--- config.mk ---
export PLATFORM = sky130hd
export DESIGN_NAME = fifo_dc_wr_arbiter
export DESIGN_NICKNAME = d
export VERILOG_FILES = /design/src/rtl/fifo_arb_pkg.sv /design/src/rtl/gray_sync.sv /design/src/rtl/fifo_dc_wr_arbiter.sv
export SDC_FILE = /design/constraint.sdc
export NUM_CORES = 1
export LEC_CHECK = 0
export CAP_MARGIN = 20
export CORE_MARGIN = 2
export CORE_UTILIZATION = 40
export CTS_CLUSTER_SIZE = 12
export DETAILED_ROUTE_END_ITERATION = 7
export PLACE_DENSITY = 0.69
export SLEW_MARGIN = 5
export SYNTH_ARGS = -nofsm -noshare
export SYNTH_HDL_FRONTEND = slang
export SYNTH_SLANG_ARGS = --single-unit
--- constraint.sdc ---
create_clock -name wr_clock -period 4.55 [get_ports wr_clock]
set_clock_uncertainty 0.1 [all_clocks]
set_input_delay 1.1375 -clock wr_clock [delete_from_list [all_inputs] [get_ports wr_clock]]
set_output_delay 1.1375 -clock wr_clock [all_outputs]
set_load 0.01 [all_outputs]
--- src/rtl/fifo_arb_pkg.sv ---
// Shared types and helpers for the fifo_dc write-side arbiter.
package fifo_arb_pkg;

  typedef enum logic {IDLE, BURST} arb_state_t;

  // Upper bits of gray beyond width must be zero; result is zero-extended.
  function automatic logic [31:0] gray2bin(input logic [31:0] gray, input int width);
    logic        acc;
    logic [31:0] bin;
    acc = 1'b0;
    bin = '0;
    for (int i = 31; i >= 0; i--) begin
      if (i < width) begin
        acc    = acc ^ gray[i];
        bin[i] = acc;
      end
    end
    return bin;
  endfunction

endpackage

--- src/rtl/gray_sync.sv ---
// Two-flop synchronizer bringing the read-side gray count into wr_clock.
module gray_sync #(
  parameter int W = 10
) (
  input  logic         wr_clock,
  input  logic         n_rst,
  input  logic [W-1:0] gray_in,
  output logic [W-1:0] gray_out
);

  logic [W-1:0] meta_q, sync_q;

  always_ff @(posedge wr_clock) begin
    if (!n_rst) begin
      meta_q <= '0;
      sync_q <= '0;
    end else begin
      meta_q <= gray_in;
      sync_q <= meta_q;
    end
  end

  assign gray_out = sync_q;

endmodule

--- src/rtl/fifo_dc_wr_arbiter.sv ---
// Round-robin, burst-locking write arbiter for a shared fifo_dc; tags words
// with source ID and throttles on a conservative occupancy estimate.
module fifo_dc_wr_arbiter
  import fifo_arb_pkg::*;
#(
  parameter int NUM_REQ   = 4,
  parameter int BIT_WIDTH = 8,
  parameter int FIFO_SIZE = 512,
  parameter int BURST_LEN = 16,
  localparam int ID_BITW  = $clog2(NUM_REQ),
  localparam int CNT_BITW = $clog2(FIFO_SIZE) + 1
) (
  input  logic                         wr_clock,
  input  logic                         n_rst,
  input  logic [NUM_REQ-1:0]           req_valid,
  input  logic [NUM_REQ*BIT_WIDTH-1:0] req_data,
  output logic [NUM_REQ-1:0]           req_ready,
  input  logic [CNT_BITW-1:0]          rd_count_gray,
  output logic                         fifo_wr_en,
  output logic [ID_BITW+BIT_WIDTH-1:0] fifo_wr_data,
  output logic [CNT_BITW-1:0]          level,
  output logic                         busy
);

  localparam int BC_BITW = $clog2(BURST_LEN + 1);

  arb_state_t                   state_q, state_d;
  logic [ID_BITW-1:0]           rr_ptr_q, rr_ptr_d, owner_q, owner_d;
  logic [BC_BITW-1:0]           burst_cnt_q, burst_cnt_d;
  logic [CNT_BITW-1:0]          wr_count_q, wr_count_d, level_q, level_d;
  logic                         fifo_wr_en_q, fifo_wr_en_d;
  logic [ID_BITW+BIT_WIDTH-1:0] fifo_wr_data_q, fifo_wr_data_d;

  logic [CNT_BITW-1:0] rd_gray_sync, rd_count_bin;
  logic [ID_BITW-1:0]  pick_id, acc_id;
  logic                pick_valid, accept, full;
  int                  idx;

  // Explicit compare so non-power-of-two NUM_REQ wraps correctly.
  function automatic logic [ID_BITW-1:0] wrap_inc(input logic [ID_BITW-1:0] p);
    return (p == ID_BITW'(NUM_REQ - 1)) ? '0 : p + ID_BITW'(1);
  endfunction

  gray_sync #(.W(CNT_BITW)) u_rd_sync (
    .wr_clock (wr_clock),
    .n_rst    (n_rst),
    .gray_in  (rd_count_gray),
    .gray_out (rd_gray_sync)
  );

  assign rd_count_bin = CNT_BITW'(gray2bin(32'(rd_gray_sync), CNT_BITW));
  assign full         = (level_q == CNT_BITW'(FIFO_SIZE));

  always_comb begin
    pick_valid = 1'b0;
    pick_id    = '0;
    idx        = 0;
    for (int k = 0; k < NUM_REQ; k++) begin
      idx = int'(rr_ptr_q) + k;
      if (idx >= NUM_REQ) idx = idx - NUM_REQ;
      if (!pick_valid && req_valid[idx]) begin
        pick_valid = 1'b1;
        pick_id    = ID_BITW'(idx);
      end
    end
  end

  always_comb begin
    req_ready = '0;
    if (n_rst && !full) begin
      if (state_q == IDLE) begin
        if (pick_valid) req_ready[pick_id] = 1'b1;
      end else begin
        req_ready[owner_q] = req_valid[owner_q];
      end
    end
  end

  assign accept = |(req_valid & req_ready);
  assign acc_id = (state_q == IDLE) ? pick_id : owner_q;

  always_comb begin
    state_d        = state_q;
    rr_ptr_d       = rr_ptr_q;
    owner_d        = owner_q;
    burst_cnt_d    = burst_cnt_q;
    wr_count_d     = wr_count_q + CNT_BITW'(accept);
    level_d        = wr_count_d - rd_count_bin;
    fifo_wr_en_d   = accept;
    fifo_wr_data_d = accept ? {acc_id, req_data[acc_id*BIT_WIDTH +: BIT_WIDTH]} : fifo_wr_data_q;
    if (state_q == IDLE) begin
      if (accept) begin
        owner_d     = acc_id;
        burst_cnt_d = BC_BITW'(1);
        if (BURST_LEN == 1) rr_ptr_d = wrap_inc(acc_id);
        else                state_d  = BURST;
      end
    end else begin
      if (accept) begin
        burst_cnt_d = burst_cnt_q + BC_BITW'(1);
        if (burst_cnt_d == BC_BITW'(BURST_LEN)) begin
          state_d  = IDLE;
          rr_ptr_d = wrap_inc(owner_q);
        end
      end else if (!req_valid[owner_q]) begin
        // A stall on full keeps the lock; only a missing word releases it.
        state_d  = IDLE;
        rr_ptr_d = wrap_inc(owner_q);
      end
    end
  end

  always_ff @(posedge wr_clock) begin
    if (!n_rst) begin
      state_q        <= IDLE;
      rr_ptr_q       <= '0;
      owner_q        <= '0;
      burst_cnt_q    <= '0;
      wr_count_q     <= '0;
      level_q        <= '0;
      fifo_wr_en_q   <= 1'b0;
      fifo_wr_data_q <= '0;
    end else begin
      state_q        <= state_d;
      rr_ptr_q       <= rr_ptr_d;
      owner_q        <= owner_d;
      burst_cnt_q    <= burst_cnt_d;
      wr_count_q     <= wr_count_d;
      level_q        <= level_d;
      fifo_wr_en_q   <= fifo_wr_en_d;
      fifo_wr_data_q <= fifo_wr_data_d;
    end
  end

  assign fifo_wr_en   = fifo_wr_en_q;
  assign fifo_wr_data = fifo_wr_data_q;
  assign level        = level_q;
  assign busy         = (state_q == BURST);

endmodule
==> results of run 1 <==
## cell families (layout without fill, tap and decap cells)
group / count (synthesis) / in the layout / share of synthesized area
and+or+nand+nor: 130 / 130 / 0.217
DFF: 61 / 61 / 0.380
AOI/OAI and AO/OA: 44 / 44 / 0.0926
muxes: 38 / 38 / 0.122
buffers and inverters: 24 / 144 / 0.0377
xor gates and xnor gates: 22 / 22 / 0.0790
adders and majority gates: 18 / 18 / 0.0723
## state kept, by name, indices dropped and copies added, names as in the netlist
signal and flops:
burst_cnt_q 5, wr_count_q 10, u_rd_sync.meta_q 10, level 10
u_rd_sync.gray_out 10, owner_q 2, busy 1, fifo_wr_en 1
fifo_wr_data 10, rr_ptr_q 2
## layout make-up
type | instances | area share
multi-input cells | 252 | 0.435
flip-flops and latches | 61 | 0.258
repair buffers | 117 | 0.224
clock buffers | 12 | 0.0327
well taps | 102 | 0.0269
clock inverters | 4 | 0.0148
inverters | 11 | 0.00871
## per-stage QoR
stage / hold WS [ns] / util
after floorplan: 0.312 / -
after global placement: 0.314 / 0.551
after detailed placement: 0.317 / 0.551
after CTS: 0.334 / 0.600
after global routing: 0.360 / 0.610
final: 0.333 / 0.610
## worst paths after layout
check | startpoint | endpoint | depth (start not counted)
worst max register to register | u_rd_sync.gray_out[8] | level[8] | 16
worst max-delay path | req_valid[0] | level[9] | 17
worst min-delay path | u_rd_sync.meta_q[0] | u_rd_sync.gray_out[0] | 1
worst min register to register | u_rd_sync.meta_q[0] | u_rd_sync.gray_out[0] | 1
## power by group through the flow
stage	registers (W)	clock network, W	logic [W]
after floorplan	0.000643	0	0.000260
after global placement	0.000628	0	0.000480
after detailed placement	0.000629	0	0.000492
after CTS	0.000619	0.000557	0.000527
after global routing	0.000625	0.000591	0.000582
final	0.000619	0.000541	0.000534
## cells in the mapped netlist, drive strengths merged, types with 2 or more instances
cell type  count  area (um2)
nor3           7        35.0
buf            7        57.5
xor2           9         109
a21oi         10        50.1
nor2          36         135
and2b          2        15.0
nor4           2        12.5
nand2b         3        18.8
o31ai          2        15.0
a211oi         3        22.5
and2          29         185
nor3b          2        15.0
mux2i         37         370
and3           3        20.0
a31oi          3        18.8
nor2b          5        36.3
nand3         11        55.1
o211ai         2        15.0
nand2         18        67.6
dfxtp         61        1220
inv           11        41.3
a21bo          2        20.0
nand4          3        25.0
a21o           2        15.0
o21ai         10        50.1
a21boi         2        15.0
clkbuf         6        22.5
xnor2         11        96.3
ha            17         213
## metal layers
layer | part of all wire | up-vias
met5 | 0 | -
met4 | 0.019 | 0
met3 | 0.064 | 13
met2 | 0.49 | 79
met1 | 0.43 | 1289
li1 | - | 1393
## critical path: stages
cell and delay, ns:
dlygate4sd2_1 0.25, buf_6 0.13, nor2b_2 0.16, or4b_4 0.53, and2_4 0.16, a211o_1 0.30
nand4_4 0.12, ha_4 0.16, and3_4 0.19, nand3_4 0.10, xnor2_4 0.21, ha_4 0.22
or2_2 0.28, a21oi_2 0.18, a211oi_2 0.07, nor4_1 0.24, nand2b_1 0.12
## timing repair
item,CTS,global route
setup endpoints to repair,8,3
setup buffers,8,0
pin swaps,16,11
resized for setup,31,14
hold buffers,0,0
==> run_results.csv, run 1 <==
group,metric,value,unit
power,power_frac_comb,0.315,
place,place_ws,-0.588,ns
global_route,met3_usage,0.0554,
critical_path,required,4.73,ns
yosys,synth-seq-cells,61,
drt,drc_errors,0,
yosys,synth_nets,403,
place,place.gp.congestion,0.859,
critical_path,worst-setup-path-type,"in2reg",
place,dpl.hpwl,5200,um
layout,fin_area,4740,um2
drt,first_pass_iters,4,
sta,fmax,227,MHz
yosys,syn_area,3220,um2
flow_run,cap_viol_max_count,0,
layout,layout_commonest_cell,"clkdlybuf4s50_1",
sta,hold_viol,0,
layout,multi_input_comb_area,2060,um2
layout,layout.cells.non_filler,559,
layout,syn2layout_area_growth,47.3,%
global_route,grt.total_usage,0.170,
run_status,status,"finished clean",
power,total_power,0.00169,W
place,io_buffers,73,
power,power_frac_seq,0.365,
critical_path,cp_max_fo,5,
drt,first_iter_violations,84,
yosys,ys.flop_type,"dfxtp_1",
global_route,busiest_layer,"met2",
clock_tree,htree_levels,3,
layout,layout_common_cells,"clkdlybuf4s50_1, dfxtp_1, buf_4",
sta,period_share,0.968,
yosys,yosys_warnings,0,
sta,worstMarginPinSlew,0.590,ns
floorplan,die_h,93.7,um
power,p_leak,1.94,nW
yosys,yosysSeqAreaShare,0.380,
power,ir_worst_vdd,0.000174,V
global_route,grt_overflow,0,
floorplan,initial_utilization,0.414,
global_route,grt_pass1_vias,2683,
critical_path,start_kind,"input port",
clock_tree,cts.sinks,61,
sta,slew_headroom,0.601,
drt,avgRoutedWirePerCell,12.8,um
floorplan,die_area,8780,um2
yosys,synth-edff-count,0,
yosys,syn_avg_cell_area,9.55,um2
sta,setup_ws,0.144,ns
global_route,grt_max_degree,35,
clock_tree,cts_buffers,9,
place,place_area,4280,um2
critical_path,endpoint_kind,"flip-flop",
yosys,async_flop_share,0,
layout,drive_gt1_frac,0.236,
power,p_per_area,358,nW/um2
min_path,hp-class,"reg2reg",
global_route,grt_pass1_wl,11700,um
floorplan,rows,32,
power,internal-power,0.00122,W
clock_tree,clk_pin_slew_worst_paths,0.07,ns
layout,nets,518,
drt,vias,2774,
critical_path,r2r_setup_slack,0.67,ns
drt,vias_per_cell,4.96,
clock_tree,root_buffer,"clkbuf_8",
yosys,synth_cell_types,59,
floorplan,pin_count,74,
power,clockPowerShare,0.319,
critical_path,arrival,4.58,ns
clock_tree,cts_tree,"done",
layout,num-fill-cells,659,
floorplan,core_area,7770,um2
floorplan,die-width,93.7,um
place,dp_cells,535,
global_route,antenna_found_initial,0,
sta,drv_slew,0,
power,power.switching,0.000470,W
sta,fin_crit,4.41,ns
global_route,groute.layer.met1.usage,0.187,
drt,wl,7170,um
yosys,syn_inst,337,
sta,setup_viol,0,
clock_tree,clock_latency,0.34,ns
power,swShare,0.278,
sta,fin_setup_tns,0,ns
drt,ant_nets,0,
global_route,gr-usage-met2,0.302,
layout,diodes,0,
layout,regArea,1220,um2
clock_tree,clockBufferDepth,2,
No activity file was read; power rests on OpenSTA's default activity.
==> inputs of run 2 (changes only) <==
--- a/config.mk
+++ b/config.mk
@@ -5,7 +5,7 @@
 export SDC_FILE = /design/constraint.sdc
 export NUM_CORES = 1
 export LEC_CHECK = 0
-export CAP_MARGIN = 20
+export CAP_MARGIN = 0
 export CORE_MARGIN = 2
 export CORE_UTILIZATION = 40
 export CTS_CLUSTER_SIZE = 12
@@ -14,4 +14,5 @@
 export SLEW_MARGIN = 5
 export SYNTH_ARGS = -nofsm -noshare
 export SYNTH_HDL_FRONTEND = slang
+export SYNTH_HIERARCHICAL = 1
 export SYNTH_SLANG_ARGS = --single-unit
==> run 2 against run 1 <==
Net effect:
- highest routed layer unchanged
- total power shrank 6.5%
- core utilization decreased by 1.1 points
- clock power shrank 22%
- critical endpoint is now level[8]
==> run_results.csv, run 2 <==
group,metric,value,unit
critical_path,endpoint_kind,"flip-flop",
yosys,synth-edff-count,0,
flow_run,cap_viol_max_count,0,
layout,layout_common_cells,"clkdlybuf4s50_1, dfxtp_1, buf_4",
floorplan,die_area,8710,um2
floorplan,die-width,93.3,um
global_route,grt_pass1_wl,12600,um
yosys,netlist.top_cell.by_area,"dfxtp_1",
floorplan,initial_utilization,0.413,
layout,nets,527,
clock_tree,cts.sinks,61,
yosys,synth_cell_types,54,
yosys,syn_area,3190,um2
place,dp_cells,546,
global_route,grt_max_degree,42,
yosys,syn_avg_cell_area,9.10,um2
clock_tree,clockBufferDepth,2,
yosys,synth-seq-cells,61,
layout,layout.cells.non_filler,568,
drt,avgRoutedWirePerCell,13.3,um
sta,fmax,227,MHz
global_route,antenna_found_initial,0,
drt,first_iter_violations,90,
clock_tree,clk_pin_slew_worst_paths,0.07,ns
power,power_frac_comb,0.336,
yosys,synth_top_area_frac,0.382,
power,power_frac_seq,0.397,
clock_tree,root_buffer,"clkbuf_8",
sta,setup_viol,0,
floorplan,pin_count,74,
drt,first_pass_iters,4,
power,internal-power,0.00109,W
clock_tree,postCtsHoldBufs,0,
power,clockPowerShare,0.267,
yosys,ys.flop_type,"dfxtp_1",
sta,hold_viol,0,
global_route,grt_pass1_vias,2874,
power,swShare,0.315,
yosys,synth_nets,417,
floorplan,die_h,93.3,um
critical_path,start_kind,"input port",
sta,fin_crit,4.41,ns
place,dpl.hpwl,5310,um
sta,drv_slew,0,
sta,fin_setup_tns,0,ns
drt,vias_per_cell,5.01,
place,place.gp.congestion,1.00,
power,ir_worst_vdd,0.000207,V
critical_path,crit_chain,"dlygate4sd2_1 > buf_4 > nand2b_1 > a21oi_1 > o32ai_2 > a311oi_2 > o22a_2 > inv_1 > ha_1 > ha_2 > inv_1 > fa_2 > nor2b_2 > o21ai_2 > a21oi_2 > o21ai_2 > a21oi_2 > o21ai_0 > nor3b_2",
clock_tree,clock_latency,0.33,ns
drt,vias,2848,
layout,syn2layout_area_growth,45.0,%
yosys,yosys_warnings,6,
critical_path,worst-setup-path-type,"in2reg",
power,p_leak,1.88,nW
power,power.switching,0.000498,W
layout,diodes,0,
min_path,hp-class,"reg2reg",
yosys,synth_common_cells,"dfxtp_1, nand2_1, o21ai_0, nor2_1, a21oi_1",
global_route,grt_overflow,0,
drt,wl,7580,um
critical_path,arrival,4.54,ns
sta,worstMarginPinSlew,0.463,ns
run_status,status,"finished clean",
sta,period_share,0.970,
yosys,synth_area_leaders,"dfxtp_1, ha_1, nand2_1, mux2i_1, and2_1",
power,p_per_area,342,nW/um2
sta,hold_slack,0.338,ns
layout,layout_commonest_cell,"clkdlybuf4s50_1",
critical_path,slowest_delay,0.40,ns
floorplan,rows,32,
clock_tree,htree_levels,3,
floorplan,core_area,7730,um2
critical_path,required,4.67,ns
critical_path,crit_slowest_cell,"fa_2",
place,io_buffers,73,
yosys,syn_inst,351,
critical_path,cp_max_fo,4,
yosys,yosysSeqAreaShare,0.382,
clock_tree,cts_buffers,9,
layout,drive_gt1_frac,0.238,
yosys,async_flop_share,0,
drt,ant_nets,0,
sta,slew_headroom,0.687,
clock_tree,cts_tree,"done",
global_route,grt.total_usage,0.182,
drt,drc_errors,0,
yosys,synth_most_common_cell,"dfxtp_1",
==> run 2: cell families after synthesis <==
kind of cell,after synthesis,synth area share
and+or+nand+nor,130,0.214
muxes,22,0.0725
adders and majority gates,18,0.0729
buffers and inverters,29,0.0408
DFF,61,0.382
xor gates and xnor gates,19,0.0748
AOI/OAI and AO/OA,72,0.142
==> run 2: layer usage <==
| layer | global-route usage | vias to the layer above | wire length (um) |
|---|---|---|---|
| li1 | - | 1445 | - |
| met1 | 0.225 | 1295 | 3370 |
| met2 | 0.298 | 92 | 3600 |
| met3 | 0.0355 | 16 | 415 |
| met4 | 0.0980 | 0 | 191 |
| met5 | 0 | - | 0 |
==> run 2: timing repair <==
action / in CTS / in global routing
setup endpoints to repair: 5 / 8
setup buffers: 5 / 1
gates resized for setup: 12 / 28
pin swaps: 3 / 10
==> run 2: layout make-up <==
| type | count | area (um2) |
|---|---|---|
| repair buffers | 112 | 1030 |
| multi-input cells | 261 | 2020 |
| well taps | 102 | 128 |
| inverters | 16 | 60.1 |
| fillers | 663 | 3100 |
| clock inverters | 6 | 48.8 |
| clock buffers | 10 | 128 |
| flip-flops and latches | 61 | 1220 |
==> run 2: path summary, 6_finish.rpt <==
check | startpoint | to | slack (ns) | cells past startpoint
hold reg to reg | u_rd_sync/meta_q[7] | u_rd_sync/gray_out[7] | 0.34 | 1
setup reg to reg | busy | level[8] | 0.53 | 17
hold / removal | u_rd_sync/meta_q[7] | u_rd_sync/gray_out[7] | 0.34 | 1
setup / recovery | req_valid[0] | level[8] | 0.14 | 19
==> run 2: stage by stage <==
stage | instance area [um2] | util | total power [W] | worst slack, ns
final | 4630 | 0.599 | 0.00158 | 0.135
after global routing | 4630 | 0.599 | 0.00168 | -0.0722
after CTS | 4500 | 0.582 | 0.00157 | 0.00128
after detailed placement | 4250 | 0.550 | 0.00112 | -0.570
after global placement | 4250 | 0.550 | 0.00111 | -0.353
after floorplan | 3200 | - | 0.000892 | 0.0226
==> run 2: worst max-delay path, delay by kind of cell <==
family                   cells  cell delay, ns
adder cells (fa/ha/maj)      3            0.94
AO/OA/AOI/OAI                9            1.53
AND/OR/NAND/NOR              3            0.36
buffers and inverters        4            0.55
==> run 2: power groups by stage <==
stage	Combinational, W	Clock (W)	Sequential (W)
finish	0.000532	0.000423	0.000629
global route	0.000584	0.000463	0.000638
CTS	0.000501	0.000438	0.000629
detailed placement	0.000478	0	0.000641
global placement	0.000470	0	0.000639
floorplan	0.000238	0	0.000654
==> inputs of run 3 (changes only) <==
--- a/config.mk
+++ b/config.mk
@@ -10,6 +10,7 @@
 export CORE_UTILIZATION = 40
 export CTS_CLUSTER_SIZE = 12
 export DETAILED_ROUTE_END_ITERATION = 7
+export MAX_ROUTING_LAYER = met4
 export PLACE_DENSITY = 0.69
 export SLEW_MARGIN = 5
 export SYNTH_ARGS = -nofsm -noshare
==> run 3 against run 2 <==
Net effect:
- total power up 0.23%
- fmax decreased by 0.34%
- critical endpoint is now level[9]
- die area unchanged
- core utilization down 0.63 points
- first-iteration DRC count down 23%
- setup slack got worse by 0.015 ns
- highest routed layer unchanged
- flip-flop and latch count unchanged
- critical path depth decreased by 2
- count of clock-buffer cells in the layout shrank 1
- via count shrank 2.2%
==> run_results.csv, run 3 (synthesis results as in run 2) <==
group,metric,value,unit
critical_path,timing.critical_path.mode_cell,"ha_1",
drt,wl,7490,um
clock_tree,htree_levels,3,
floorplan,die_h,93.3,um
global_route,grt.total_usage,0.179,
drt,drc_errors,0,
run_status,status,"finished clean",
layout,num-fill-cells,665,
clock_tree,cts_buffers,9,
drt,vias,2784,
power,power_frac_comb,0.325,
min_path,hp-class,"reg2reg",
critical_path,crit_chain,"clkdlybuf4s50_1 > mux2i_2 > o2bb2ai_2 > and3_1 > a311oi_2 > o22a_2 > inv_1 > ha_1 > ha_1 > xor2_1 > ha_1 > o21a_1 > o21ai_2 > a21oi_2 > o2111ai_2 > and3_1 > o21a_1",
layout,drive_gt1_frac,0.225,
sta,period_share,0.974,
power,power_frac_seq,0.397,
place,place.gp.congestion,0.952,
floorplan,core_area,7730,um2
clock_tree,cts_tree,"done",
floorplan,die-width,93.3,um
layout,layout_common_cells,"clkdlybuf4s50_1, dfxtp_1, nand2_1",
place,io_buffers,73,
sta,fin_setup_tns,0,ns
power,power.switching,0.000509,W
place,place_ws,-0.526,ns
flow_run,cap_viol_max_count,0,
critical_path,crit_buf_inv,2,
sta,drv_slew,0,
clock_tree,clk_pin_slew_worst_paths,0.08,ns
place,dpl.hpwl,5200,um
power,p_leak,1.86,nW
global_route,grt_overflow,0,
critical_path,endpoint_kind,"flip-flop",
critical_path,crit_slowest_cell,"clkdlybuf4s50_1",
critical_path,required,4.70,ns
floorplan,initial_utilization,0.413,
power,internal-power,0.00108,W
critical_path,cp_max_fo,4,
sta,fin_crit,4.43,ns
sta,hold_viol,0,
power,ir_worst_vdd,0.000220,V
global_route,antenna_found_initial,0,
drt,ant_nets,0,
global_route,grt_pass1_wl,12000,um
layout,layout_commonest_cell,"clkdlybuf4s50_1",
clock_tree,cts.sinks,61,
floorplan,pin_count,74,
power,p_per_area,346,nW/um2
clock_tree,root_buffer,"clkbuf_8",
clock_tree,postCtsHoldBufs,0,
sta,worstMarginPinSlew,0.499,ns
floorplan,rows,32,
drt,first_iter_violations,69,
layout,nets,523,
sta,slew_headroom,0.667,
critical_path,worst-setup-path-type,"in2reg",
critical_path,crit_family,"compound AO/OA/AOI/OAI gates",
critical_path,slowest_delay,0.45,ns
clock_tree,clock_latency,0.35,ns
power,swShare,0.320,
critical_path,arrival,4.58,ns
sta,setup_ws,0.120,ns
sta,setup_viol,0,
drt,avgRoutedWirePerCell,13.3,um
drt,vias_per_cell,4.94,
critical_path,start_kind,"input port",
floorplan,die_area,8710,um2
sta,fmax,226,MHz
global_route,grt_max_degree,42,
layout,diodes,0,
global_route,grt_pass1_vias,2692,
layout,syn2layout_area_growth,43.5,%
power,clockPowerShare,0.278,
clock_tree,clockBufferDepth,2,
drt,first_pass_iters,4,
run 3: layout make-up:
type	count	area, um2	area share
well taps	102	128	0.0279
multi-input cells	261	2000	0.436
clock buffers	9	124	0.0270
inverters	16	60.1	0.0131
clock inverters	7	56.3	0.0123
flip-flops and latches	61	1220	0.267
repair buffers	108	997	0.218
run 3: final timing paths:
check                                      startpoint                    end  slack, ns  cells after the start
worst max-delay path                     req_valid[3]               level[9]       0.12                     17
worst min-delay path              u_rd_sync/meta_q[6]  u_rd_sync/gray_out[6]       0.33                      1
worst min register to register    u_rd_sync/meta_q[6]  u_rd_sync/gray_out[6]       0.33                      1
worst max register to register  u_rd_sync/gray_out[8]               level[8]       0.63                     16
run 3: repair_timing:
action,CTS,global route
pin swaps,2,7
setup buffers,0,2
setup endpoints to repair,4,8
resized for setup,15,21
run 3: routing by layer:
| layer | GRT usage | wire [um] | vias to the layer above |
|---|---|---|---|
| li1 | - | - | 1435 |
| met4 | 0.105 | 158 | 0 |
| met5 | - | 0 | - |
| met2 | 0.278 | 3560 | 61 |
| met3 | 0.0322 | 266 | 13 |
| met1 | 0.219 | 3500 | 1275 |
run 3: through the flow:
| step | hold WS, ns | instance area, um2 | instances | total power, W | util |
|---|---|---|---|---|---|
| 2_1_floorplan | 0.312 | 3200 | 351 | 0.000892 | - |
| 3_3_place_gp | 0.318 | 4250 | 546 | 0.00111 | 0.550 |
| 3_5_place_dp | 0.317 | 4250 | 546 | 0.00112 | 0.550 |
| 4_1_cts | 0.336 | 4490 | 562 | 0.00158 | 0.581 |
| 5_1_grt | 0.349 | 4580 | 564 | 0.00168 | 0.593 |
| 6_report | 0.335 | 4580 | 564 | 0.00159 | 0.593 |
run 3: worst reg2reg max path, stage by stage, from the launching register on:
cell and delay (ns):
dfxtp_1 0.35, xnor3_2 0.49, xor2_2 0.23, xor2_2 0.25
xor2_2 0.25, xor3_2 0.37, xor2_4 0.20, xnor2_1 0.15
ha_1 0.22, fa_2 0.36, nor2b_2 0.17, o21ai_2 0.08
a21oi_2 0.18, o21ai_2 0.08, a21oi_2 0.13, o21ai_1 0.07
nor3b_2 0.14
run 3: power groups by stage:
stage | registers (W) | logic, W | clock network, W
after global routing | 0.000639 | 0.000563 | 0.000478
final | 0.000630 | 0.000516 | 0.000442
after floorplan | 0.000654 | 0.000238 | 0
after detailed placement | 0.000641 | 0.000476 | 0
after global placement | 0.000640 | 0.000468 | 0
after CTS | 0.000630 | 0.000490 | 0.000456
